`src/rtl/instruction_fetch_unit_pkg.sv`:
```
// Shared types and constants for the instruction fetch unit.
package instruction_fetch_unit_pkg;

    localparam logic [31:0] NOP_INSTRUCTION = 32'h00000013;
    localparam logic        HIGH            = 1'b1;
    localparam logic        LOW             = 1'b0;

    typedef enum logic [1:0] {
        IDLE  = 2'd0,
        FETCH = 2'd1,
        FLUSH = 2'd2
    } fetch_state_e;

endpackage

```
`src/rtl/instruction_fetch_unit_fifo.sv`:
```
// First-word-fall-through FIFO with synchronous clear; head is valid whenever count_o > 0.
module fetch_fifo #(
    parameter int WIDTH = 32,
    parameter int DEPTH = 2
) (
    input  logic                         clk,
    input  logic                         rst_n,
    input  logic                         clear_i,
    input  logic                         push_i,
    input  logic [WIDTH-1:0]             push_data_i,
    input  logic                         pop_i,
    output logic [WIDTH-1:0]             head_o,
    output logic [$clog2(DEPTH+1)-1:0]   count_o
);

    localparam int PW = (DEPTH > 1) ? $clog2(DEPTH) : 1;
    localparam int CW = $clog2(DEPTH + 1);

    logic [WIDTH-1:0] mem_q [DEPTH];
    logic [PW-1:0]    wr_ptr_q;
    logic [PW-1:0]    rd_ptr_q;
    logic [CW-1:0]    count_q;

    // Pointers wrap explicitly so non-power-of-two depths work.
    function automatic logic [PW-1:0] ptr_inc(input logic [PW-1:0] p);
        return (p == PW'(DEPTH - 1)) ? '0 : p + PW'(1);
    endfunction

    always_ff @(posedge clk or negedge rst_n) begin
        if (!rst_n) begin
            wr_ptr_q <= '0;
            rd_ptr_q <= '0;
            count_q  <= '0;
        end else if (clear_i) begin
            wr_ptr_q <= '0;
            rd_ptr_q <= '0;
            count_q  <= '0;
        end else begin
            if (push_i) wr_ptr_q <= ptr_inc(wr_ptr_q);
            if (pop_i)  rd_ptr_q <= ptr_inc(rd_ptr_q);
            count_q <= count_q + CW'(push_i) - CW'(pop_i);
        end
    end

    always_ff @(posedge clk) begin
        if (push_i && !clear_i) mem_q[wr_ptr_q] <= push_data_i;
    end

    assign head_o  = mem_q[rd_ptr_q];
    assign count_o = count_q;

endmodule

```
`src/rtl/instruction_fetch_unit.sv`:
```
// Fetch stage: issues in-order word reads for the PC stream, pairs responses with
// their PC and buffers them for decode; wrong-path responses are discarded after a clear.
module instruction_fetch_unit
    import instruction_fetch_unit_pkg::*;
#(
    parameter int          OUTSTANDING_MAX    = 2,
    parameter int          FETCH_BUFFER_DEPTH = 2,
    parameter logic [31:0] NOP_INSTRUCTION    = instruction_fetch_unit_pkg::NOP_INSTRUCTION
) (
    input  logic        CLK,
    input  logic        RST_N,
    input  logic [31:0] PC,
    input  logic        PC_VALID,
    input  logic        CLEAR_INSTRUCTION_FETCH_STAGE,
    input  logic        STALL_INSTRUCTION_FETCH_STAGE,
    output logic        STALL_PROGRAME_COUNTER_STAGE,
    output logic        IMEM_REQ_VALID,
    input  logic        IMEM_REQ_READY,
    output logic [31:0] IMEM_REQ_ADDR,
    input  logic        IMEM_RESP_VALID,
    input  logic [31:0] IMEM_RESP_DATA,
    output logic [31:0] INSTRUCTION,
    output logic [31:0] PC_FETCHED,
    output logic        INSTRUCTION_VALID
);

    localparam int            OW      = $clog2(OUTSTANDING_MAX + 1);
    localparam int            BW      = $clog2(FETCH_BUFFER_DEPTH + 1);
    localparam logic [OW-1:0] OUT_MAX = OW'(OUTSTANDING_MAX);

    fetch_state_e  state_q;
    logic [OW-1:0] outstanding_q, outstanding_d;
    logic [OW-1:0] discard_q, discard_d;
    logic          live_q;

    logic          clear;
    logic          can_issue;
    logic          req_fire;
    logic          resp_accept;
    logic          buf_pop;
    logic [31:0]   credit_sum;
    logic [31:0]   pend_head;
    logic [OW-1:0] pend_count;
    logic [63:0]   buf_head;
    logic [BW-1:0] buf_count;

    assign clear      = CLEAR_INSTRUCTION_FETCH_STAGE;
    // Credit uses registered counts only, so a same-cycle pop never frees a slot.
    assign credit_sum = 32'(outstanding_q) + 32'(buf_count);
    assign can_issue  = live_q && (state_q != FLUSH) && !clear
                     && (outstanding_q < OUT_MAX)
                     && (credit_sum < 32'(FETCH_BUFFER_DEPTH));

    assign IMEM_REQ_VALID               = PC_VALID && can_issue;
    assign IMEM_REQ_ADDR                = {PC[31:2], 2'b00};
    assign req_fire                     = IMEM_REQ_VALID && IMEM_REQ_READY;
    assign STALL_PROGRAME_COUNTER_STAGE = live_q && PC_VALID && !clear && !req_fire;

    // Responses are kept only when nothing is owed to the discard count and no clear is in progress.
    assign resp_accept = IMEM_RESP_VALID && (discard_q == '0) && !clear;

    assign INSTRUCTION_VALID = (buf_count != '0) && (state_q != FLUSH);
    assign buf_pop           = INSTRUCTION_VALID && !STALL_INSTRUCTION_FETCH_STAGE;
    assign INSTRUCTION       = INSTRUCTION_VALID ? buf_head[31:0]  : NOP_INSTRUCTION;
    assign PC_FETCHED        = INSTRUCTION_VALID ? buf_head[63:32] : 32'h0;

    always_comb begin
        outstanding_d = outstanding_q + OW'(req_fire) - OW'(IMEM_RESP_VALID);
        discard_d     = discard_q;
        if (clear) begin
            discard_d = outstanding_q - OW'(IMEM_RESP_VALID);
        end else if (IMEM_RESP_VALID && (discard_q != '0)) begin
            discard_d = discard_q - OW'(1);
        end
    end

    always_ff @(posedge CLK or negedge RST_N) begin
        if (!RST_N) begin
            state_q       <= IDLE;
            outstanding_q <= '0;
            discard_q     <= '0;
            live_q        <= LOW;
        end else begin
            live_q        <= HIGH;
            outstanding_q <= outstanding_d;
            discard_q     <= discard_d;
            unique case (state_q)
                IDLE:    if (live_q && PC_VALID && !clear) state_q <= FETCH;
                FETCH:   if (clear && ((outstanding_q != '0) || IMEM_RESP_VALID)) state_q <= FLUSH;
                FLUSH:   if (discard_d == '0) state_q <= FETCH;
                default: state_q <= IDLE;
            endcase
        end
    end

    fetch_fifo #(.WIDTH(32), .DEPTH(OUTSTANDING_MAX)) u_pending_pc (
        .clk         (CLK),
        .rst_n       (RST_N),
        .clear_i     (clear),
        .push_i      (req_fire),
        .push_data_i (PC),
        .pop_i       (resp_accept),
        .head_o      (pend_head),
        .count_o     (pend_count)
    );

    fetch_fifo #(.WIDTH(64), .DEPTH(FETCH_BUFFER_DEPTH)) u_fetch_buffer (
        .clk         (CLK),
        .rst_n       (RST_N),
        .clear_i     (clear),
        .push_i      (resp_accept),
        .push_data_i ({pend_head, IMEM_RESP_DATA}),
        .pop_i       (buf_pop),
        .head_o      (buf_head),
        .count_o     (buf_count)
    );

    // Every live request either has a pending PC or is owed to the discard count.
    always_ff @(posedge CLK) begin
        if (RST_N) begin
            assert (outstanding_q <= OUT_MAX);
            assert (buf_count <= BW'(FETCH_BUFFER_DEPTH));
            assert (pend_count == outstanding_q - discard_q);
        end
    end

endmodule

```
`config.mk`:
```
export PLATFORM = sky130hd
export DESIGN_NAME = instruction_fetch_unit
export DESIGN_NICKNAME = d
export VERILOG_FILES = /design/src/rtl/instruction_fetch_unit_pkg.sv /design/src/rtl/instruction_fetch_unit_fifo.sv /design/src/rtl/instruction_fetch_unit.sv
export SDC_FILE = /design/constraint.sdc
export NUM_CORES = 1
export LEC_CHECK = 0
export ABC_CLOCK_PERIOD_IN_PS = 7000
export BUFFER_PORTS_ARGS = -buffer_cell sky130_fd_sc_hd__clkbuf_2
export CAP_MARGIN = 20
export CORE_ASPECT_RATIO = 2
export CORE_MARGIN = 4
export CORE_UTILIZATION = 54
export CTS_CLUSTER_DIAMETER = 50
export DETAILED_ROUTE_END_ITERATION = 8
export GPL_TIMING_DRIVEN = 0
export PLACE_DENSITY = 0.79
export SLEW_MARGIN = 40
export SYNTH_ARGS = -nofsm -noshare
export SYNTH_HDL_FRONTEND = slang
export SYNTH_SLANG_ARGS = --single-unit
```
`constraint.sdc`:
```
create_clock -name CLK -period 7 [get_ports CLK]
set_clock_uncertainty 0.15 [all_clocks]
set_input_delay 1.4 -clock CLK [delete_from_list [all_inputs] [get_ports CLK]]
set_output_delay 1.4 -clock CLK [all_outputs]
set_load 0.02 [all_outputs]
```
==> impl_results.md <==
- Via count: between 4,000 and 5,000
- Post-layout nets: ~760
- Area occupied by multi-input gates: about 1700 sq um
- Final max-slew violation count: 0
- Fraction of registers with async set/reset: 0.0634
- Clock net sink count: roughly 210
- Leak: 3.75 nW
- Post-synthesis sequential area ratio: 0.751
- P per Cell Area: 339 nW/um^2
- Largest net degree at the start of global routing: 40
- Std cell rows: between 60 and 70
- Top cells by area, synth: sky130_fd_sc_hd__edfxtp_1 (71%), sky130_fd_sc_hd__mux2i_1 (7.9%), sky130_fd_sc_hd__mux2_2 (4.4%), sky130_fd_sc_hd__dfrtp_1 (4.0%), sky130_fd_sc_hd__nor2_1 (3.3%)
- Sequential cell area: approximately 6100 sq um
- CP max stage cell: sky130_fd_sc_hd__fa_1
- Count of buffering cells on the critical path with inverters included: 2
- Series of cell instances along the critical path: inv_1 > nor2_1 > fa_1 > nor4_1 > and2_1 > clkbuf_2
- Initial detailed-routing violation count: approximately 120
- Worst-path clk slew: 0.07 ns
- Pre-Repair DR Iteration Count: 4
- Largest stage delay on the critical path: 0.45 ns
- Count of different cell masters after synthesis: 35
- Worst path top cell family by delay: simple AND/OR/NAND/NOR gates
- Buffer cell driving the clock tree root: sky130_fd_sc_hd__clkbuf_16
- TritonCTS clock tree: yes
- Startpoint type of the worst setup path: register
- Outcome: finished, final reports clean
- Vias per cell: 5.05
- Slew of the pin with the lowest slew margin: roughly 0.77 ns
- Grt ovf: 0
- Minimum hold slack: 0.405 ns
- # IOs: 170
- Maximum clock frequency: roughly 260 MHz
- Maximum fanout along the worst path: 3
- Placed wire-length estimate after detailed placement: around 11 mm
- Hold Fails Final Rpt: 0
- Overall track demand over capacity in global routing: 0.181
- Number of CTS-inserted buffers: 17
- Initial antenna violation count: 0
- Standard cell core area: between 10,000 and 15,000 sq um
- Post-Place Worst Slack: ~3.1 ns
- Fill cells: 1,087
- Largest area contributor in the netlist: sky130_fd_sc_hd__edfxtp_1
- Final wirelength: approximately 15 mm
- Count of synthesis-stage warnings from yosys: 0
- Average instance area after synthesis: between 15 and 20 sq um
- Area growth syn-to-layout: 21.8%
- Worst-skew pair later-pin latency: 0.46 ns
- Remaining routing DRC violations: 0
- Number of setup violations in the final report: 0
- Type of destination of the critical path: primary output
- CTS resizes: 0
- Number of synthesized register bits: just over 200
- Number of synthesized flops with an enable pin: between 150 and 200
- First-pass GRT wire length: about 24 mm
- VDD IR-drop max: 0.000217 V
- Smallest setup slack after layout: approximately 3.2 ns
- Die extent in x: 94.7 microns
- Max-slew headroom at the worst pin: 0.488
- Post-synthesis instance area: 8110 sq um
- Quantity of I/O buffers inserted on ports: approximately 170
- Class of the tightest hold or removal check: reg2reg
- Final ANT Viol Nets: 0
- Arrival time reported for the critical path endpoint: approximately 2.2 ns
- Final Power: 3.35 mW
- Share of the synthesized area in the top cell type: 0.711
- Area of the die: between 15,000 and 20,000 sq um
- Max-cap violations: 0
- Wire length per cell: 17.2 microns
- Number of H-tree levels: 1
- Crit Path Category: reg2out
- Initial Util: 0.548
- Aggregate negative setup slack: 0 ns
- Max Buffers Root-to-Sink: 3
- Share of layout cells above drive strength 1: 0.412
- Cts-stage hold buffer count: 0
- Setup repair after global routing missed its margin: no
- Number of antenna cells inserted: 0
- Final critical-path share of the clock period: 0.542
- Number of setup buffers added after CTS: 0
- Cell count after synthesis: ~490
- Routability cong.: slightly below 0.8
- Main flop type after synthesis: sky130_fd_sc_hd__edfxtp_1
- Min Clock Period, post-route: approximately 3.8 ns
- Via count of the first global-routing pass: 4,913
- Post-route core utilization: 0.667
- Overall die height: between 150 and 200 microns
- Data required time at the worst endpoint: around 5.5 ns
synthesized netlist by cell type, drive strengths merged, types with 2 or more instances:
cell type  instances
nand2              9
edfxtp           192
clkbuf             9
and2               2
xor2               4
inv                8
buf               41
xnor2              6
mux2              32
ha                 6
dfrtp             13
o21ai              5
nor2b              3
conb               2
nor3               4
mux2i             64
nor2              72
placed cells by master (no fill, tap or decap), types with 2 or more instances in the layout:
cell                          n
sky130_fd_sc_hd__dfrtp_1     13
sky130_fd_sc_hd__nor2_4       2
sky130_fd_sc_hd__clkbuf_1    12
sky130_fd_sc_hd__ha_1         6
sky130_fd_sc_hd__conb_1       3
sky130_fd_sc_hd__clkinv_2     4
sky130_fd_sc_hd__inv_1        7
sky130_fd_sc_hd__nand2_1      9
sky130_fd_sc_hd__buf_4       38
sky130_fd_sc_hd__nor3_1       2
sky130_fd_sc_hd__clkinv_4     2
sky130_fd_sc_hd__nor2_1      70
sky130_fd_sc_hd__edfxtp_1   192
sky130_fd_sc_hd__mux2i_1     64
sky130_fd_sc_hd__clkbuf_2   167
sky130_fd_sc_hd__clkbuf_16   17
sky130_fd_sc_hd__nor3_2       2
sky130_fd_sc_hd__buf_2       11
sky130_fd_sc_hd__nor2b_1      3
sky130_fd_sc_hd__o21ai_0      4
sky130_fd_sc_hd__xor2_1       4
sky130_fd_sc_hd__xnor2_1      6
sky130_fd_sc_hd__mux2_2      32
sky130_fd_sc_hd__buf_8        2
sky130_fd_sc_hd__bufinv_16    2
cell families (layout without fill, tap and decap cells):
group                      Yosys count  after routing  synth area share
and+or+nand+nor                     97             97            0.0504
muxes                               96             96             0.123
AOI/OAI and AO/OA                   11             11           0.00910
buffers and inverters               58            266            0.0430
adders and majority gates            7              7            0.0117
xor gates and xnor gates            10             10            0.0108
other                                2              3          0.000926
DFF                                205            205             0.751
worst reg2reg max path, cell delays in order, from the launching register on:
cell,delay [ns]
sky130_fd_sc_hd__dfrtp_1,0.38
sky130_fd_sc_hd__inv_1,0.08
sky130_fd_sc_hd__nor2_1,0.13
sky130_fd_sc_hd__fa_1,0.45
sky130_fd_sc_hd__nor4_1,0.40
sky130_fd_sc_hd__nand3_1,0.29
sky130_fd_sc_hd__nor2_4,0.47
sky130_fd_sc_hd__buf_8,0.27
cell type report:
class	instances	share of cell area
plain buffers	50	0.0323
clock buffers	20	0.0442
clock inverters	9	0.0106
inverters	8	0.00304
multi-input cells	224	0.172
flip-flops and latches	205	0.616
well taps	195	0.0247
repair buffers	179	0.0964
final timing paths:
check | startpoint | end | slack, ns | cells after the start
worst min register to register | outstanding_q[0]$_DFF_PN0_ | outstanding_q[0]$_DFF_PN0_ | 0.40 | 1
worst max register to register | u_fetch_buffer.count_o[0]$_DFF_PN0_ | u_pending_pc.mem_q[0][8]$_DFFE_PP_ | 4.07 | 7
worst max-delay path | u_fetch_buffer.count_o[0]$_DFF_PN0_ | IMEM_REQ_VALID | 3.21 | 6
max in group asynchronous | RST_N | u_fetch_buffer.count_o[0]$_DFF_PN0_ | 5.77 | 1
min in group asynchronous | RST_N | live_q$_DFF_PN0_ | 0.68 | 1
worst min-delay path | outstanding_q[0]$_DFF_PN0_ | outstanding_q[0]$_DFF_PN0_ | 0.40 | 1
flip-flops by register name, summed over array words and instances (netlist names):
| signal | cells |
|---|---|
| u_fetch_buffer.wr_ptr_q | 1 |
| state_q | 2 |
| u_pending_pc.mem_q | 64 |
| u_fetch_buffer.count_o | 2 |
| u_fetch_buffer.rd_ptr_q | 1 |
| u_fetch_buffer.mem_q | 128 |
| u_pending_pc.rd_ptr_q | 1 |
| live_q | 1 |
| u_pending_pc.wr_ptr_q | 1 |
| outstanding_q | 2 |
| discard_q | 2 |
per-stage QoR:
step | cells | cell area (sq um)
after floorplan | 487 | 8120
after global placement | 849 | 9200
after detailed placement | 861 | 9340
after CTS | 890 | 9880
after global routing | 890 | 9880
final | 890 | 9880
report_power, final:
| part | internal, mW | switching, mW | leakage, nW |
|---|---|---|---|
| sequential | 1.44 | 0.0419 | 1.90 |
| clock | 0.525 | 0.399 | 0.265 |
| combinational | 0.357 | 0.593 | 1.59 |
metal layers:
metal / part of all wire / GRT usage / up-vias
li1: - / - / 2142
met2: 0.59 / 0.359 / 129
met3: 0.049 / 0.0225 / 27
met1: 0.34 / 0.185 / 2198
met4: 0.026 / 0.0625 / 0
met5: 0 / 0 / -
No activity file was read; power rests on OpenSTA's default activity.
